### src/rtl/lanes_serializer_mc.sv
// rtl/lanes_serializer_mc.sv - multi-lane parallel-to-serial converter for the USB4 TX lane path
// Ports: clk, rst (async, active-low), enable, gen_speed, lane_en,
//        in_data/in_valid/in_ready (word handshake, one-word holding buffer),
//        lane_tx (one serial bit per lane), sym_start (first bit of each symbol,
//        reseeds the scrambler), underrun (first bit of a zero-fill symbol),
//        tx_active (state RUN).
// Optional: define LANES_SERIALIZER_MC_UNDERRUN_CNT_EN to add underrun_cnt[15:0],
//        a saturating count of zero-fill symbols cleared only by rst.
module lanes_serializer_mc #(
    parameter int NUM_LANES = 2,
    parameter int DATA_W    = 132,
    parameter int SYM_LEN_0 = 8,
    parameter int SYM_LEN_1 = 132,
    parameter int SYM_LEN_2 = 66
) (
    input  logic                        clk,
    input  logic                        rst,
    input  logic                        enable,
    input  logic [1:0]                  gen_speed,
    input  logic [NUM_LANES-1:0]        lane_en,
    input  logic [NUM_LANES*DATA_W-1:0] in_data,
    input  logic                        in_valid,
    output logic                        in_ready,
    output logic [NUM_LANES-1:0]        lane_tx,
    output logic                        sym_start,
    output logic                        underrun,
`ifdef LANES_SERIALIZER_MC_UNDERRUN_CNT_EN
    output logic [15:0]                 underrun_cnt,
`endif
    output logic                        tx_active
);
    localparam int CW = $clog2(DATA_W + 1);
    localparam int IW = (DATA_W > 1) ? $clog2(DATA_W) : 1;
    localparam int WW = NUM_LANES * DATA_W;

    typedef enum logic [1:0] {ST_OFF, ST_WAIT, ST_RUN} state_t;
    state_t state;

    logic [CW-1:0]        cnt;
    logic [CW-1:0]        sym_len;
    logic                 msb_first;
    logic [NUM_LANES-1:0] lane_en_q;
    logic [WW-1:0]        shreg;
    logic [WW-1:0]        buf_data;
    logic                 buf_valid;

    logic                 boundary;
    logic                 accept;
    logic                 load;
    logic                 load_zero;
    logic [WW-1:0]        load_word;
    logic [WW-1:0]        shreg_nxt;
    logic [NUM_LANES-1:0] tx_nxt;
    logic [CW-1:0]        new_len;
    logic                 new_msb;
    logic [CW-1:0]        cur_len;
    logic                 cur_msb;
    logic [NUM_LANES-1:0] cur_en;
    logic [DATA_W-1:0]    src;
    logic [IW-1:0]        top_idx;

    // Reserved code 11 falls through to the 00 length and bit order.
    always_comb begin
        case (gen_speed)
            2'b01:   new_len = CW'(SYM_LEN_1);
            2'b10:   new_len = CW'(SYM_LEN_2);
            default: new_len = CW'(SYM_LEN_0);
        endcase
    end
    assign new_msb = ~(gen_speed[1] ^ gen_speed[0]);

    assign boundary = (state == ST_RUN) && (cnt == sym_len - CW'(1));
    assign in_ready = enable && (state != ST_OFF) &&
                      (!buf_valid || boundary || (state == ST_WAIT));
    assign accept   = in_valid && in_ready;

    // Load source priority at a boundary: buffered word, then bypass, then zeros.
    always_comb begin
        load      = 1'b0;
        load_zero = 1'b0;
        load_word = '0;
        if (enable && (state == ST_WAIT) && accept) begin
            load      = 1'b1;
            load_word = in_data;
        end else if (enable && boundary) begin
            load = 1'b1;
            if (buf_valid) begin
                load_word = buf_data;
            end else if (accept) begin
                load_word = in_data;
            end else begin
                load_zero = 1'b1;
            end
        end
    end

    // On a load edge the first bit goes straight to lane_tx and the shift
    // register keeps the remainder, so the symbol starts one cycle after the load.
    always_comb begin
        cur_len   = load ? new_len : sym_len;
        cur_msb   = load ? new_msb : msb_first;
        cur_en    = load ? lane_en : lane_en_q;
        top_idx   = IW'(cur_len - CW'(1));
        shreg_nxt = '0;
        tx_nxt    = '0;
        src       = '0;
        for (int i = 0; i < NUM_LANES; i++) begin
            src = load ? load_word[i*DATA_W +: DATA_W] : shreg[i*DATA_W +: DATA_W];
            if (cur_msb) begin
                tx_nxt[i]                     = cur_en[i] & src[top_idx];
                shreg_nxt[i*DATA_W +: DATA_W] = src << 1;
            end else begin
                tx_nxt[i]                     = cur_en[i] & src[0];
                shreg_nxt[i*DATA_W +: DATA_W] = src >> 1;
            end
        end
    end

    always_ff @(posedge clk or negedge rst) begin
        if (!rst) begin
            state     <= ST_OFF;
            cnt       <= '0;
            sym_len   <= '0;
            msb_first <= 1'b0;
            lane_en_q <= '0;
            shreg     <= '0;
            buf_data  <= '0;
            buf_valid <= 1'b0;
            lane_tx   <= '0;
            sym_start <= 1'b0;
            underrun  <= 1'b0;
            tx_active <= 1'b0;
        end else if (!enable) begin
            state     <= ST_OFF;
            cnt       <= '0;
            shreg     <= '0;
            buf_data  <= '0;
            buf_valid <= 1'b0;
            lane_tx   <= '0;
            sym_start <= 1'b0;
            underrun  <= 1'b0;
            tx_active <= 1'b0;
        end else begin
            case (state)
                ST_OFF: state <= ST_WAIT;
                ST_WAIT, ST_RUN: begin
                    if (load || (state == ST_RUN)) begin
                        state     <= ST_RUN;
                        tx_active <= 1'b1;
                        shreg     <= shreg_nxt;
                        lane_tx   <= tx_nxt;
                        sym_start <= load;
                        underrun  <= load_zero;
                        cnt       <= load ? '0 : cnt + CW'(1);
                        if (load) begin
                            sym_len   <= new_len;
                            msb_first <= new_msb;
                            lane_en_q <= lane_en;
                        end
                        // Pop and refill in the same edge keeps exactly one word queued.
                        if (boundary) begin
                            if (buf_valid) begin
                                buf_valid <= accept;
                                if (accept) buf_data <= in_data;
                            end
                        end else if ((state == ST_RUN) && accept) begin
                            buf_valid <= 1'b1;
                            buf_data  <= in_data;
                        end
                    end
                end
                default: state <= ST_OFF;
            endcase
        end
    end

`ifdef LANES_SERIALIZER_MC_UNDERRUN_CNT_EN
    always_ff @(posedge clk or negedge rst) begin
        if (!rst) begin
            underrun_cnt <= '0;
        end else if (load_zero && (underrun_cnt != 16'hFFFF)) begin
            underrun_cnt <= underrun_cnt + 16'd1;
        end
    end
`endif

endmodule

### config.mk
export PLATFORM = sky130hd
export DESIGN_NAME = lanes_serializer_mc
export DESIGN_NICKNAME = d
export VERILOG_FILES = /design/src/rtl/lanes_serializer_mc.sv
export SDC_FILE = /design/constraint.sdc
export NUM_CORES = 2
export LEC_CHECK = 0
export CAP_MARGIN = 20
export CORE_MARGIN = 2
export CORE_UTILIZATION = 60
export CTS_CLUSTER_DIAMETER = 50
export DETAILED_ROUTE_END_ITERATION = 8
export PLACE_DENSITY = 0.86
export SLEW_MARGIN = 25
export SYNTH_ARGS = -nofsm -noshare
export SYNTH_HDL_FRONTEND = slang
export SYNTH_SLANG_ARGS = --single-unit
### constraint.sdc
create_clock -name clk -period 8.5 [get_ports clk]
set_input_delay 0.85 -clock clk [delete_from_list [all_inputs] [get_ports clk]]
set_output_delay 0.85 -clock clk [all_outputs]
set_load 0.01 [all_outputs]
* After elaboration in Yosys (flattened, before gate mapping)
Index checks and enable logic that the tools add are counted.
** Word-level totals
- Input bits :: 272
- Register bits after elaboration :: 555
- Output and inout bits :: 6
- Logic and storage cells :: 111
** Cells by class
- Equal/unequal tests :: 11
- Bitwise operators :: 6
- Add/sub/neg operators :: 3
- Reductions and logical operators :: 19
- Muxes and demuxes :: 59
- $lt $le $gt $ge :: 1
** Operator list (count)
- 264-bit 2-to-1 mux :: 14
- 132-bit 2-to-1 mux :: 4
- 8-bit 2-to-1 mux :: 5
- 1-bit 2-to-1 mux :: 26
- 1-bit binary-select mux with 8-bit select :: 2
- 8-bit case mux with 2 select lines :: 1
- 8-bit by 1-bit subtractor with 8-bit output, second input constant :: 2
- 2-bit 2-to-1 mux :: 6
- 8-bit by 9-bit less-than comparator with 1-bit output, second input constant :: 1
- 8-bit by 1-bit adder with 8-bit output, second input constant :: 1
- 8-bit == test :: 1
- 1-bit logical AND :: 8
- 3-bit != test, second input constant :: 2
- 3-bit AND reduction :: 2
- 5-bit AND reduction :: 1
- 1-bit bitwise AND :: 4
- 2-bit by 1-bit == test with 1-bit output, second input constant :: 2
- 2-bit == test, second input constant :: 2
- 2-bit by 1-bit != test with 1-bit output, second input constant :: 2
- 2-bit case mux with 2 select lines :: 1
- 1-bit logical OR :: 3
- 3-bit by 1-bit != test with 1-bit output, second input constant :: 1
- 3-bit by 2-bit != test with 1-bit output, second input constant :: 1
- 2-bit logical NOT :: 1
- 6 further kinds :: 6

* Logic depth before layout (Yosys ltp)
- Depth after elaboration :: 19
- Depth in mapped cells :: 29
- Mapped depth without buffers :: 19

* Least setup slack after synthesis
No wires, ideal clock.
- Path type :: register to register
- From :: register sym_len[0]
- To :: register lane_tx[1]
- Setup time :: 0.095 ns
- Period minus slack after synthesis :: 5.976 ns
- Cell stages (with the launch flop) :: 29
- Data required time :: 8.405 ns
- Slack :: 2.524 ns
- Arrival :: 5.881 ns
- Path buffers :: 10
- Cell sequence :: dfrtp_1 buf_2 inv_2 clkbuf_1 clkbuf_1 ha_1 xor2_1 and3_1 nand4_1 or4_1 buf_2 o21ai_2 buf_4 buf_4 buf_2 buf_2 buf_2 mux2i_1 ha_1 clkbuf_1 xor2_1 nand2_1 o32a_1 o21ai_1 a221oi_1 a221o_1 nor4_1 o31ai_1 o31ai_1
** Between the ends
- Longest elaborated chain between the ends :: 19
- Elaborated cells on any way between the ends :: 31
- Classes of those cells :: add/sub (2); eq/ne (2); mux (16); bitwise (2); reduce/logical (9)
** RTL lines
- start, declared :: RTL line 40 : logic [CW-1:0] sym_len;
- start signal, assigned :: RTL line 156 : sym_len <= new_len;
- branches (longest 19 deep; another with 8-bit by 1-bit subtractor with 8-bit output)
- end signal, assigned :: RTL line 151 : lane_tx <= tx_nxt;
- end, declared :: RTL line 24 : output logic [NUM_LANES-1:0] lane_tx,
Parallel ways; which one is timed is not known. The select of a mux whose other input is x is not followed.
A chain may end at the register's enable or synchronous reset.

* Worst setup path after layout
- From :: register sym_len[0]
- To :: register lane_tx[0]
The elaborated chain is that of the path after synthesis.

==> results_dict.tcl <==
set metrics [dict create \
    comb_power_share 0.215 \
    seqPwrFrac 0.363 \
    finalSetupViolCount 0 \
    finalSetupTns_ns 0 \
    dieArea_sq_mm 0.06071 \
    cts_buffers 71 \
    grt_pass1_vias 36840 \
    hold_path.class "in -> async" \
    grt_usage 0.4446 \
    drt-initial-drc-count 6978 \
    end_kind "flip-flop" \
    drc_errors 0 \
    p_leak_uw 0.01534 \
    pwr-share-clk 0.422 \
    ys.flop_type "dfrtp_1" \
    worst_pin_slew_ns 1.143 \
    internal_power_uw 4994 \
    wire_per_inst_microns 25.00 \
    cts_setup_buffers 0 \
    dr_total_vias 39240 \
    drv_slew 0 \
    clock_path_buffers 3 \
    rsz0062_at_grt "false" \
    yosysWarnings 0 \
    syn-num-nets 4994 \
    synthCells 4714 \
    die_x_microns 246.4 \
    worstPathCellList "buf_4, nor3_1, xnor2_1, nand4_1, or4_2, o21ai_4, mux2i_1, ha_4, xor2_1, nand2_1, o32a_1, nand2_1, nand2_1, o221ai_1, a211oi_1, o32ai_1, o31ai_1" \
    coreArea_sq_mm 0.05792 \
    post-dp-hpwl_microns 82720 \
    antennaDiodeCount 0 \
    cap_violations 0 \
    synth_cell_type_count 85 \
    fin_util 0.6978 \
    syn_area_sq_mm 0.03525 \
    insertion_delay_ns 0.64 \
    cts_resized 0 \
    row_count 88 \
    async_flop_share 1.000 \
    first_pass_iters 7 \
    clk_pin_slew_worst_paths_ns 0.06 \
    clock_skew_ns 0.02343 \
    worstPathRequired_ns 9.00 \
    die_y_microns 246.4 \
    preCtsSetupSlack_ns 2.527 \
    synth_edf_count 0 \
    crit_fanout 27 \
    peakVddDrop_mv 0.1493 \
    areaGrowthSynthToFinish_pct 14.64 \
    critical_path_buf_inv_count 1 \
    cp_top_family "simple AND/OR/NAND/NOR gates" \
    ctsHoldBuffers 0 \
    finalHoldViolCount 0 \
    power.switching_uw 2412 \
    min_period_over_period 0.7436 \
    clock-sinks 555 \
    wl_microns 137200 \
    mostFrequentLayoutCells "nand2_1, nor2_1, a21oi_1" \
    nets 4948 \
    fmaxAchievable_ghz 0.1582 \
    root_buffer "clkbuf_16" \
    seq_area_frac_synth 0.3940 \
    gp_congestion 0.9621 \
    status "finished, final reports clean" \
    n_fill_cell 4610 \
    start_util 0.6087 \
    ys_ff_latch 555 \
    gr-total-overflow 0 \
    detail-route-antenna-nets 0 \
    slowest_stage "or4_2" \
    htree_num_levels 3 \
    via_per_inst 7.152 \
    antenna_found_initial 6 \
    final_common_cell "nand2_1" \
    avgSynthCellArea_sq_um 7.478 \
    path_common_cell "nand2_1" \
    grt_pass1_wl_microns 211700 \
    ios 278 \
    p_sw_frac 0.3257 \
    slowest_delay_ns 0.93 \
    tritoncts "done" \
    cp.arrival_ns 6.82 \
    layout-drive-gt1-share 0.07010 \
    grt_max_degree 204 \
    slew_headroom 0.2361 \
    power-per-cell-area_mw_per_mm2 183.2 \
    timing.final.ws_setup_ns 2.179 \
    crit_type "reg -> reg" \
    portBuffers 277 \
    start_kind "flip-flop" \
    period_needed_ns 6.321 \
]
worst paths after layout:
check | end | slack (ns) | start | depth (start not counted)
hold reg to reg | shreg[129] | 0.51 | shreg[129] | 2
setup reg to reg | lane_tx[0] | 2.18 | sym_len[0] | 17
min in group clk | shreg[129] | 0.51 | shreg[129] | 2
hold / removal | buf_data[124] | 0.29 | rst | 1
setup / recovery | lane_tx[0] | 2.18 | sym_len[0] | 17
max in group asynchronous | buf_data[235] | 6.08 | rst | 3
per-layer routing:
layer | up-vias | global-route usage | part of all wire
li1 | 16780 | - | -
met1 | 18320 | 0.5774 | 0.35
met2 | 3356 | 0.6346 | 0.42
met3 | 777 | 0.1539 | 0.15
met4 | 12 | 0.2771 | 0.074
met5 | - | 0 | 0.00066
per-stage QoR:
stage | cells | cell area (sq um) | hold slack (ns) | total power, uW
floorplan | 4714 | 35250 | 0.4709 | 3537
CTS | 5485 | 40370 | 0.3280 | 7282
finish | 5487 | 40410 | 0.2888 | 7405
global placement | 5358 | 37990 | 0.4888 | 4209
detailed placement | 5358 | 37990 | 0.4982 | 4223
global route | 5487 | 40410 | 0.3279 | 7525
synthesized netlist by cell type, types with 12 or more instances:
library cell | count | area share
a311oi_1 | 89 | 0.022
a222oi_1 | 16 | 0.0045
a31oi_1 | 32 | 0.0057
a221o_1 | 18 | 0.0051
o22ai_1 | 27 | 0.0048
and2_1 | 13 | 0.0023
a221oi_1 | 34 | 0.0084
o221ai_1 | 40 | 0.0099
nor2_1 | 597 | 0.064
nor3_1 | 109 | 0.015
o32a_1 | 12 | 0.0034
o211ai_1 | 80 | 0.017
dfrtp_1 | 555 | 0.39
a211oi_1 | 140 | 0.030
o221a_2 | 78 | 0.025
clkbuf_1 | 364 | 0.039
a22oi_1 | 16 | 0.0034
buf_1 | 47 | 0.0050
inv_1 | 22 | 0.0023
o21ai_0 | 270 | 0.038
a21o_1 | 18 | 0.0038
nor2b_1 | 20 | 0.0035
nand4_1 | 23 | 0.0041
and3_1 | 26 | 0.0046
nand2_1 | 1055 | 0.11
nand3_1 | 95 | 0.013
o21a_1 | 21 | 0.0045
buf_2 | 63 | 0.0089
a21oi_1 | 595 | 0.084
registers in the layout (all words and copies together) (netlist names), 2 cells and up:
register   cells
sym_len        8
shreg        264
cnt            8
lane_en_q      2
state          2
lane_tx        2
buf_data     264
kinds of logic (layout without fill, tap and decap cells):
logic type      count (synthesis)  after routing  synth area share
fa+ha+maj                       8              8          0.002840
xor+xnor                       19             19          0.005501
flops                         555            555            0.3940
mux                            22             22          0.008341
simple gates                 1995           1995            0.2313
buf+inv                       506            514           0.05697
compound gates               1609           1609            0.3011
power by group through the flow:
stage | logic (uW) | clock network [uW] | registers (uW)
after floorplan | 814 | 0 | 2720
after detailed placement | 1490 | 0 | 2740
final | 1590 | 3120 | 2690
after CTS | 1500 | 3100 | 2690
after global placement | 1470 | 0 | 2730
after global routing | 1630 | 3200 | 2690
worst register-to-register path, cell delays in order, from the launching register on:
cell	delay [ns]
dfrtp_1	0.64
buf_4	0.51
nor3_1	0.17
xnor2_1	0.19
nand4_1	0.13
or4_2	0.93
o21ai_4	0.31
mux2i_1	0.35
ha_4	0.24
xor2_1	0.26
nand2_1	0.09
o32a_1	0.34
nand2_1	0.42
nand2_1	0.51
o221ai_1	0.34
a211oi_1	0.12
o32ai_1	0.52
o31ai_1	0.11
area by class of cell:
class,instances,area [sq um],share of cell area
clock buffer,94,2029,0.05022
sequential,555,13890,0.3437
tap,765,957.2,0.02368
inverter,25,101.3,0.002508
multi-input combinational,3653,19510,0.4828
timing repair buffer,362,3568,0.08830
clock inverter,33,355.3,0.008793
Power figures use the tool's default switching activity.
